File: config.mk
export PLATFORM = sky130hd
export DESIGN_NAME = ysyx_25040111_wbu_flat
export DESIGN_NICKNAME = d
export VERILOG_FILES = /design/src/rtl/ysyx_25040111_wbu_if.sv /design/src/rtl/ysyx_25040111_wbu.sv /design/src/flat_wrapper.sv
export SDC_FILE = /design/constraint.sdc
export NUM_CORES = 1
export LEC_CHECK = 0
export CORE_MARGIN = 2
export CORE_UTILIZATION = 38
export DETAILED_ROUTE_END_ITERATION = 8
export HOLD_SLACK_MARGIN = 0.1
export PLACE_DENSITY_LB_ADDON = 0.12
export SLEW_MARGIN = 20
export SYNTH_ARGS = -nofsm -noshare
export SYNTH_HDL_FRONTEND = slang
export SYNTH_SLANG_ARGS = --single-unit
File: constraint.sdc
create_clock -name clock -period 1.5 [get_ports clock]
set_input_delay 0.225 -clock clock [delete_from_list [all_inputs] [get_ports clock]]
set_output_delay 0.225 -clock clock [all_outputs]
set_load 0.05 [all_outputs]
File: src/rtl/ysyx_25040111_wbu_if.sv
// ysyx_25040111_wbu_if: EXU result, memory read response and register-file write bundle around the writeback unit
// Signals:
//   in_valid/in_ready                  EXU -> WBU handshake
//   in_rd/in_rd_wen/in_is_load         destination register, write flag, load flag
//   in_funct3/in_addr_lo/in_alu_res    load type, load address low bits, ALU result
//   mem_rvalid/mem_rready              memory read response handshake
//   mem_rdata/mem_rresp                raw response word and status (00 = OKAY)
//   rf_wen/rf_waddr/rf_wdata           register file write port
//   commit/load_err                    retire pulse and load-fault pulse
// Modports: master = EXU/memory/register-file side, slave = writeback unit.
interface ysyx_25040111_wbu_if;
  logic        in_valid;
  logic        in_ready;
  logic [3:0]  in_rd;
  logic        in_rd_wen;
  logic        in_is_load;
  logic [2:0]  in_funct3;
  logic [1:0]  in_addr_lo;
  logic [31:0] in_alu_res;
  logic        mem_rvalid;
  logic        mem_rready;
  logic [31:0] mem_rdata;
  logic [1:0]  mem_rresp;
  logic        rf_wen;
  logic [3:0]  rf_waddr;
  logic [31:0] rf_wdata;
  logic        commit;
  logic        load_err;
  modport master (
    output in_valid, in_rd, in_rd_wen, in_is_load, in_funct3, in_addr_lo, in_alu_res,
    output mem_rvalid, mem_rdata, mem_rresp,
    input  in_ready, mem_rready, rf_wen, rf_waddr, rf_wdata, commit, load_err
  );
  modport slave (
    input  in_valid, in_rd, in_rd_wen, in_is_load, in_funct3, in_addr_lo, in_alu_res,
    input  mem_rvalid, mem_rdata, mem_rresp,
    output in_ready, mem_rready, rf_wen, rf_waddr, rf_wdata, commit, load_err
  );
endinterface

File: src/rtl/ysyx_25040111_wbu.sv
// ysyx_25040111_wbu: writeback unit that retires EXU results and aligned load data into the register file
// Ports:
//   clock    system clock, all state updates on posedge
//   reset_n  synchronous active-low reset
//   io       ysyx_25040111_wbu_if.slave (EXU handshake, memory response, register-file write, commit/load_err)
// The write-port outputs come straight from registers, so the WRITE cycle
// has no combinational path from any input.
module ysyx_25040111_wbu (
  input logic                    clock,
  input logic                    reset_n,
  ysyx_25040111_wbu_if.slave     io
);
  typedef enum logic [1:0] {IDLE, WAIT_MEM, WRITE} state_t;
  state_t      state_q, state_d;
  logic [3:0]  rd_q, rd_d;
  logic        rd_wen_q, rd_wen_d;
  logic [2:0]  funct3_q, funct3_d;
  logic [1:0]  addr_lo_q, addr_lo_d;
  logic        rf_wen_q, rf_wen_d;
  logic [3:0]  rf_waddr_q, rf_waddr_d;
  logic [31:0] rf_wdata_q, rf_wdata_d;
  logic        commit_q, commit_d;
  logic        load_err_q, load_err_d;
  logic        in_rdy;
  logic        accept;
  logic        mem_hs;
  logic        bad_f3;
  logic        err;
  logic [31:0] shifted;
  logic [7:0]  byte_v;
  logic [15:0] half_v;
  logic [31:0] load_data;
  assign in_rdy  = (state_q != WAIT_MEM);
  assign accept  = io.in_valid & in_rdy;
  assign mem_hs  = (state_q == WAIT_MEM) & io.mem_rvalid;
  assign shifted = io.mem_rdata >> {addr_lo_q, 3'b000};
  assign byte_v  = shifted[7:0];
  assign half_v  = addr_lo_q[1] ? io.mem_rdata[31:16] : io.mem_rdata[15:0];
  always_comb begin
    bad_f3    = 1'b0;
    load_data = 32'h0;
    case (funct3_q)
      3'b000:  load_data = {{24{byte_v[7]}}, byte_v};
      3'b001:  load_data = {{16{half_v[15]}}, half_v};
      3'b010:  load_data = io.mem_rdata;
      3'b100:  load_data = {24'h0, byte_v};
      3'b101:  load_data = {16'h0, half_v};
      default: bad_f3 = 1'b1;
    endcase
  end
  assign err = (io.mem_rresp != 2'b00) | bad_f3;
  // Accept and memory handshake are mutually exclusive (accept needs
  // in_ready, which is low in WAIT_MEM), so they never fight over the
  // write-port registers.
  always_comb begin
    state_d    = state_q;
    rd_d       = rd_q;
    rd_wen_d   = rd_wen_q;
    funct3_d   = funct3_q;
    addr_lo_d  = addr_lo_q;
    rf_wen_d   = 1'b0;
    rf_waddr_d = rf_waddr_q;
    rf_wdata_d = rf_wdata_q;
    commit_d   = 1'b0;
    load_err_d = 1'b0;
    case (state_q)
      IDLE, WRITE: state_d = accept ? (io.in_is_load ? WAIT_MEM : WRITE) : IDLE;
      WAIT_MEM:    state_d = mem_hs ? WRITE : WAIT_MEM;
      default:     state_d = IDLE;
    endcase
    if (accept) begin
      rd_d      = io.in_rd;
      rd_wen_d  = io.in_rd_wen;
      funct3_d  = io.in_funct3;
      addr_lo_d = io.in_addr_lo;
      if (!io.in_is_load) begin
        rf_wen_d   = io.in_rd_wen & (io.in_rd != 4'd0);
        rf_waddr_d = io.in_rd;
        rf_wdata_d = io.in_alu_res;
        commit_d   = 1'b1;
      end
    end
    if (mem_hs) begin
      rf_wen_d   = rd_wen_q & (rd_q != 4'd0) & ~err;
      rf_waddr_d = rd_q;
      rf_wdata_d = load_data;
      commit_d   = 1'b1;
      load_err_d = err;
    end
  end
  always_ff @(posedge clock) begin
    if (!reset_n) begin
      state_q    <= IDLE;
      rd_q       <= 4'd0;
      rd_wen_q   <= 1'b0;
      funct3_q   <= 3'd0;
      addr_lo_q  <= 2'd0;
      rf_wen_q   <= 1'b0;
      rf_waddr_q <= 4'd0;
      rf_wdata_q <= 32'd0;
      commit_q   <= 1'b0;
      load_err_q <= 1'b0;
    end else begin
      state_q    <= state_d;
      rd_q       <= rd_d;
      rd_wen_q   <= rd_wen_d;
      funct3_q   <= funct3_d;
      addr_lo_q  <= addr_lo_d;
      rf_wen_q   <= rf_wen_d;
      rf_waddr_q <= rf_waddr_d;
      rf_wdata_q <= rf_wdata_d;
      commit_q   <= commit_d;
      load_err_q <= load_err_d;
    end
  end
  assign io.in_ready   = in_rdy;
  assign io.mem_rready = (state_q == WAIT_MEM);
  assign io.rf_wen     = rf_wen_q;
  assign io.rf_waddr   = rf_waddr_q;
  assign io.rf_wdata   = rf_wdata_q;
  assign io.commit     = commit_q;
  assign io.load_err   = load_err_q;
endmodule

File: src/flat_wrapper.sv
// flat-port wrapper written by rule: the top's interface ports become plain ports
module ysyx_25040111_wbu_flat 
  (clock, reset_n, io_in_valid, io_in_rd, io_in_rd_wen, io_in_is_load, io_in_funct3, io_in_addr_lo, io_in_alu_res, io_mem_rvalid, io_mem_rdata, io_mem_rresp, io_in_ready, io_mem_rready, io_rf_wen, io_rf_waddr, io_rf_wdata, io_commit, io_load_err);
  ysyx_25040111_wbu_if io_i ();
  input logic clock;
  input logic reset_n;
  input wire logic [$bits(io_i.in_valid)-1:0] io_in_valid;
  input wire logic [$bits(io_i.in_rd)-1:0] io_in_rd;
  input wire logic [$bits(io_i.in_rd_wen)-1:0] io_in_rd_wen;
  input wire logic [$bits(io_i.in_is_load)-1:0] io_in_is_load;
  input wire logic [$bits(io_i.in_funct3)-1:0] io_in_funct3;
  input wire logic [$bits(io_i.in_addr_lo)-1:0] io_in_addr_lo;
  input wire logic [$bits(io_i.in_alu_res)-1:0] io_in_alu_res;
  input wire logic [$bits(io_i.mem_rvalid)-1:0] io_mem_rvalid;
  input wire logic [$bits(io_i.mem_rdata)-1:0] io_mem_rdata;
  input wire logic [$bits(io_i.mem_rresp)-1:0] io_mem_rresp;
  output wire logic [$bits(io_i.in_ready)-1:0] io_in_ready;
  output wire logic [$bits(io_i.mem_rready)-1:0] io_mem_rready;
  output wire logic [$bits(io_i.rf_wen)-1:0] io_rf_wen;
  output wire logic [$bits(io_i.rf_waddr)-1:0] io_rf_waddr;
  output wire logic [$bits(io_i.rf_wdata)-1:0] io_rf_wdata;
  output wire logic [$bits(io_i.commit)-1:0] io_commit;
  output wire logic [$bits(io_i.load_err)-1:0] io_load_err;
  assign io_i.in_valid = io_in_valid;
  assign io_i.in_rd = io_in_rd;
  assign io_i.in_rd_wen = io_in_rd_wen;
  assign io_i.in_is_load = io_in_is_load;
  assign io_i.in_funct3 = io_in_funct3;
  assign io_i.in_addr_lo = io_in_addr_lo;
  assign io_i.in_alu_res = io_in_alu_res;
  assign io_i.mem_rvalid = io_mem_rvalid;
  assign io_i.mem_rdata = io_mem_rdata;
  assign io_i.mem_rresp = io_mem_rresp;
  assign io_in_ready = io_i.in_ready;
  assign io_mem_rready = io_i.mem_rready;
  assign io_rf_wen = io_i.rf_wen;
  assign io_rf_waddr = io_i.rf_waddr;
  assign io_rf_wdata = io_i.rf_wdata;
  assign io_commit = io_i.commit;
  assign io_load_err = io_i.load_err;
  ysyx_25040111_wbu u_core (.clock(clock), .reset_n(reset_n), .io(io_i));
endmodule
==> key figures, run 1 <==
Layout
  – Register Area: 0.00104 mm2
  – Final Net Count: a little over 600
  – Layout cells sized above 1: between 30% and 40%
  – Multi-input gate area: 0.00178 mm2
  – Antenna cell count: 0
  – Area growth, synth to finish: 83.3%
  – Finished Layout Cells: 622
  – Fillers: approximately 590

Drt
  – DR WL/cell: roughly 18 um
  – Detail Route Antenna Nets: 0
  – Vias/cell: 5.55
  – Via count: 3452
  – Initial DRT Pass Iterations: 5
  – DRC viols: 0
  – WL final: 11.2 mm
  – Detailed Route Iter0 Violations: 245

Die
  – Row count: 30
  – Core Region: 0.00679 mm2
  – Die width: 87.7 um
  – Chip height: between 80 and 90 um
  – Initial Utilization: 39.2%
  – Full die area: 0.00770 mm2
  – Number of I/O pins: 122

Global route
  – Grt peak-use layer: met2
  – Grt ovf: 0
  – Met3 usage: 4.62%
  – Grt met1 use: 33.6%
  – All-Layer GR Usage: 25.2%
  – Grt met2 use: 41.9%
  – Vias in the first global route: approximately 3.1k
  – First-pass GRT wire length: ~15 mm
  – Initial antenna violation count: 0
  – Largest net degree at the start of global routing: 35

Worst setup path
  – Crit path DAT: 2050 ps
  – Setup CP Type: flip-flop to flip-flop
  – Crit path capture type: flip-flop
  – Req. time, crit path: 1750 ps
  – Worst Path Max Fanout: 8
  – Critical path startpoint category: flip-flop

Pwr
  – Clk pwr share: 20.7%
  – P per Cell Area: 806 mW/mm2
  – Switching Share: roughly 36%
  – Cell internal pwr: 2.52 mW
  – Comb pwr share: approximately two fifths
  – Tot Pwr: between 3 and 4 mW
  – Seq pwr share: 38.5%
  – LEAKAGE: 1.95 nW
  – Psw: 1.42 mW
  – Max VDD drop: ~0.00050 V

Clock network
  – Root Driver: clkbuf_8
  – Clk buf depth: 2
  – H-Tree Depth: 2
  – Hold_buf cts: 0
  – Clk Latency, worst-skew pair: 310 ps
  – Clock Pin Slew Worst Setup and Hold Paths: roughly 100 ps
  – TritonCTS sink count: 51
  – CTS buffer count: 5
  – TritonCTS clock tree: built

Synth
  – Unique masters post-synth: 44
  – Syn Nets: 440
  – Commonest cells in the netlist: 64 x nand2_1, 51 x dfxtp_1, 50 x a21oi_1, 32 x o21ai_0, 27 x clkbuf_1
  – Largest family of logic cells by synthesized area: compound AO/OA/AOI/OAI gates
  – Yosys reg bits: 51
  – Post-Synth Simple-Gate Area: 21.7%
  – Count leader, synth: nand2_1
  – Synth area leaders: dfxtp_1 38%, a21oi_1 9.4%, nand2_1 9.0%
  – Compound-gate portion of the synthesized area: 32.5%
  – Ys async rst share: 0%
  – Post-Syn Area: 0.00267 mm2
  – Syn avg cell area: 7.42 um2
  – Mux contribution to synthesized area: 1.97%
  – Top cell type's share of synthesized area: 38.3%
  – Adder-Cell Fraction of Synth Area: 0%
  – Post-synth EDFFs: 0
  – Seq/Total Area, Yosys: 38.3%
  – Yosys top cell by area: dfxtp_1
  – Synth warn: 0
  – Main synth FF type: dfxtp_1
  – Synth Instances: 359
  – Synth Area in XOR/XNOR: 0%

Placed design
  – Dpl cells: 588
  – DPL Wire Length: 7.09 mm
  – GP Congestion: 0.913
  – I/O Buffers: around 120

STA
  – Hold Fails Final Rpt: 0
  – Min Clock Period, post-route: between 1500 and 2000 ps
  – RSZ-0062 raised after global routing: true
  – Worst Tran Pin Value: between 400 and 500 ps
  – Fin crit share: 120%
  – # setup viols final: 32
  – Max Clk Rate: 0.555 GHz
  – Final WS setup: -301 ps
  – Max transition margin: between 60 and 70%
  – Setup Skew: 3.88 ps
  – Final Max Tran Viols: 0

Status
  – Failing checks: setup timing
  – Status: finished with violations

Hold path
  – Min-Delay Path Class: primary input to flip-flop

Job
  – Max-cap violations: 0
metrics by stage:
stage / setup TNS (ps) / util, % / instance area (um2) / setup slack [ps] / hold WS (ps)
3_5_place_dp: -8890 / 61.7 / 4190 / -397 / 461
5_1_grt: -4680 / 71.9 / 4890 / -327 / 474
4_1_cts: -4020 / 65.4 / 4440 / -258 / 456
3_3_place_gp: -7880 / 61.7 / 4190 / -314 / 451
2_1_floorplan: -2220 / - / 2690 / -164 / 361
6_report: -3720 / 71.9 / 4890 / -301 / 458
placed cells by master (no fill, tap or decap), drive strengths merged, types with 8 or more instances in the layout:
cell type	count
clkdlybuf4s50	80
nand2	64
a21oi	50
nand2b	8
o21ai	32
o22ai	16
dfxtp	51
nor2	25
a221oi	8
buf	112
a32oi	14
flip-flops by register name, summed over array words and instances (netlist names):
| signal | flops |
|---|---|
| u_core.io.rf_wdata | 32 |
| u_core.io.rf_waddr | 4 |
| u_core.rd_q | 4 |
| u_core.funct3_q | 3 |
| u_core.addr_lo_q | 2 |
| u_core.state_q | 2 |
| u_core.io.commit | 1 |
| u_core.io.load_err | 1 |
| u_core.io.rf_wen | 1 |
| u_core.rd_wen_q | 1 |
final timing paths:
path / endpoint / slack [ps] / cells past startpoint / start
worst max-delay path: u_core.io.rf_wdata[11]$_SDFFE_PN0P_ / -300 / 6 / u_core.funct3_q[2]$_SDFFE_PN0P_
worst min-delay path: u_core.funct3_q[2]$_SDFFE_PN0P_ / 460 / 3 / io_in_funct3[2]
worst max register to register: u_core.io.rf_wdata[11]$_SDFFE_PN0P_ / -300 / 6 / u_core.funct3_q[2]$_SDFFE_PN0P_
worst min register to register: u_core.rd_wen_q$_SDFFE_PN0P_ / 480 / 2 / u_core.rd_wen_q$_SDFFE_PN0P_
what timing repair did:
item,4_1_cts,5_1_grt
setup endpoints to repair,35,36
pin swaps,9,35
cloned,1,2
gates resized for setup,28,91
buffers inserted,6,21
critical path, stage by stage, from the launching register on:
cell and delay, ps:
dfxtp_4 370, buf_6 110, or4_4 500, o22ai_4 350, buf_4 190, a221oi_2 40, o22ai_1 160
cells by family (layout without fill, tap and decap cells):
family | count (synthesis) | count (layout)
AO/OA/AOI/OAI | 140 | 140
buffers and inverters | 36 | 203
flip-flops | 51 | 51
multiplexers | 5 | 5
AND/OR/NAND/NOR | 127 | 127
power by group through the flow:
stage                     Clock [mW]  Combinational, mW  Sequential (mW)
after floorplan                    0              0.430             1.81
after global placement             0               1.31             1.54
after detailed placement           0               1.32             1.54
after CTS                      0.814               1.41             1.51
after global routing           0.873               1.69             1.53
final                          0.816               1.60             1.52
final cells by class:
type / instances / share of cell area, %
repair buffers: 193 / 38.0
multi-input cells: 272 / 36.4
flip-flops and latches: 51 / 21.3
well taps: 96 / 2.46
clock buffers: 6 / 1.49
clock inverters: 2 / 0.256
inverters: 2 / 0.154
metal layers:
layer,up-vias,routed length [um],part of all wire (%)
met5,-,0,0
met4,0,251,2.2
met3,21,803,7.1
met2,158,5390,48
met1,1630,4790,43
li1,1643,-,-
Note: power is estimated with default switching activity, not from simulation.
==> inputs of run 2 (changes only) <==
--- a/config.mk
+++ b/config.mk
@@ -6,7 +6,7 @@
 export NUM_CORES = 1
 export LEC_CHECK = 0
 export CORE_MARGIN = 2
-export CORE_UTILIZATION = 38
+export CORE_UTILIZATION = 29
 export DETAILED_ROUTE_END_ITERATION = 8
 export HOLD_SLACK_MARGIN = 0.1
 export PLACE_DENSITY_LB_ADDON = 0.12
==> run 2 against run 1 <==
Net effect: sequential share of layout area is 1.0 points higher; sequential power is essentially flat; combinational power fell by 9%; the flow still finishes with violations (setup timing); critical path type unchanged; die area rose by 30%; non-clock buffer count down 17; critical path depth down 1; critical endpoint is now u_core.io.rf_wdata[5]$_SDFFE_PN0P_; register-to-register slack better by 140 ps; hold slack improved by 9.8 ps; via count fell by 7.3%; global-route usage fell by 5.9 points; core utilization down 19 points; highest routed layer unchanged; largest cell class unchanged.
==> key figures, run 2 (synthesis results as in run 1) <==
Drt
  – Detailed Route Iter0 Violations: 154
  – DRC viols: 0
  – Via count: approximately 3.2k
  – WL met1: approximately 4.6 mm
  – Detail Route met3 WL: between 700 and 800 um
  – Detail Route Antenna Nets: 0
  – WL final: 10.1 mm
  – DR WL/cell: 16.3 um
  – DR top layer: met4
  – Vias/cell: roughly 5.2
  – Initial DRT Pass Iterations: 4
  – WL met2: roughly 4.5 mm

Worst setup path
  – Worst Path Max Fanout: 4
  – Critical path startpoint category: flip-flop
  – Req. time, crit path: 1730 ps
  – Reg2reg start: u_core.funct3_q[0]$_SDFFE_PN0P_
  – R2R depth: 5
  – Crit path DAT: 1890 ps
  – Worst Setup SP: u_core.funct3_q[0]$_SDFFE_PN0P_
  – Setup CP Type: flip-flop to flip-flop
  – Crit path capture type: flip-flop

Clock network
  – TritonCTS clock tree: built
  – H-Tree Depth: 2
  – TritonCTS sink count: 51
  – Clk buf depth: 2
  – CTS buffer count: 5
  – Hold_buf cts: 0
  – Clock Pin Slew Worst Setup and Hold Paths: 90 ps
  – Root Driver: clkbuf_8
  – Clk Latency, worst-skew pair: 310 ps

Status
  – Status: finished with violations
  – Failing checks: setup timing

Placed design
  – DPL Wire Length: 7.40 mm
  – GP Congestion: 0.876
  – Dpl cells: 597
  – I/O Buffers: 121

Die
  – Chip height: 99.9 um
  – Full die area: between 0.009 and 0.01 mm2
  – Initial Utilization: a little under a third
  – Number of I/O pins: 122
  – Row count: 34
  – Die width: 99.9 um
  – Core Region: between 0.008 and 0.009 mm2

Layout
  – Max reg flops: 32
  – Commonest non-fill, non-tap cell in the layout: clkdlybuf4s50_1
  – Layout cells sized above 1: 28.3%
  – Util after Layout: between 50% and 60%
  – Finished Layout Cells: just over 600
  – Final Net Count: 589
  – Antenna cell count: 0
  – Most frequent cells in the layout: 80 x clkdlybuf4s50_1, 75 x buf_4, 64 x nand2_1
  – Area growth, synth to finish: 73.9%

Job
  – Max-cap violations: 0

STA
  – Hold Fails Final Rpt: 0
  – Max Clk Rate: 0.603 GHz
  – Final Max Tran Viols: 0
  – # setup viols final: 24
  – Final WS setup: -158 ps
  – Worst Tran Pin Value: 419 ps
  – Min Clock Period, post-route: 1660 ps
  – Setup Skew: 5.54 ps
  – RSZ-0062 raised after global routing: true
  – Max transition margin: 72.0%
  – Fin crit share: 111%

Pwr
  – LEAKAGE: between 1.5 and 2 nW
  – P per Cell Area: between 800 and 900 mW/mm2
  – Max VDD drop: roughly 0.0004 V

Global route
  – All-Layer GR Usage: 19.2%
  – Grt ovf: 0
  – Vias in the first global route: 3098
  – Largest net degree at the start of global routing: 35
  – First-pass GRT wire length: 15.5 mm
  – Initial antenna violation count: 0

Hold path
  – Hold_sp: u_core.rd_q[3]$_SDFFE_PN0P_
  – Min-Delay Path Class: flip-flop to flip-flop
  – Hold path depth: 2
## run 2: cell types whose count changed in the layout (fill, tap and decap cells not counted), sizes merged
cell      previous run  this run
buf                112        95
clkbuf               7         8
clkinvlp             1         0
## run 2: repair_timing
action	in CTS	in global routing
setup buffers	3	8
endpoints found under the setup margin	35	35
cloned	1	1
resized for setup	39	23
pin swaps	6	23
## run 2: routing by layer
layer,GRT usage (%),vias up
met4,4.85,0
met2,30.1,118
met1,26.8,1461
met5,0,-
li1,-,1606
met3,4.46,14
## run 2: area by class of cell
class                           instances  area [um2]
Sequential cell                        51        1030
Fill cell                             825        4170
Timing Repair Buffer                  176        1690
Clock inverter                          1        5.00
Clock buffer                            7        76.3
Tap cell                              108         135
Inverter                                2        7.51
Multi-Input combinational cell        272        1690
## run 2: through the flow
stage / cell area, um2 / total power, mW / setup TNS [ps] / hold WS (ps) / worst slack, ps
floorplan: 2690 / 2.24 / -2220 / 361 / -164
global placement: 4170 / 2.83 / -9040 / 446 / -370
detailed placement: 4170 / 2.84 / -9740 / 458 / -368
CTS: 4440 / 3.71 / -2530 / 467 / -159
global route: 4640 / 3.93 / -3840 / 478 / -221
finish: 4640 / 3.76 / -2400 / 468 / -158
## run 2: worst paths after layout
path | slack (ps) | to
worst max-delay path | -160 | u_core.io.rf_wdata[5]$_SDFFE_PN0P_
worst min-delay path | 470 | u_core.rd_q[3]$_SDFFE_PN0P_
worst max register to register | -160 | u_core.io.rf_wdata[5]$_SDFFE_PN0P_
worst min register to register | 470 | u_core.rd_q[3]$_SDFFE_PN0P_
## run 2: critical path, stage by stage, from the launching register on
cell	delay, ps
dfxtp_2	350
buf_6	120
o21a_1	180
or3_4	370
or4b_4	480
o211ai_1	90
## run 2: where the power goes
group          switching, mW  internal, mW  leakage, nW
Combinational          0.787         0.674         1.38
Sequential            0.0611          1.45        0.422
Clock                  0.456         0.329       0.0422
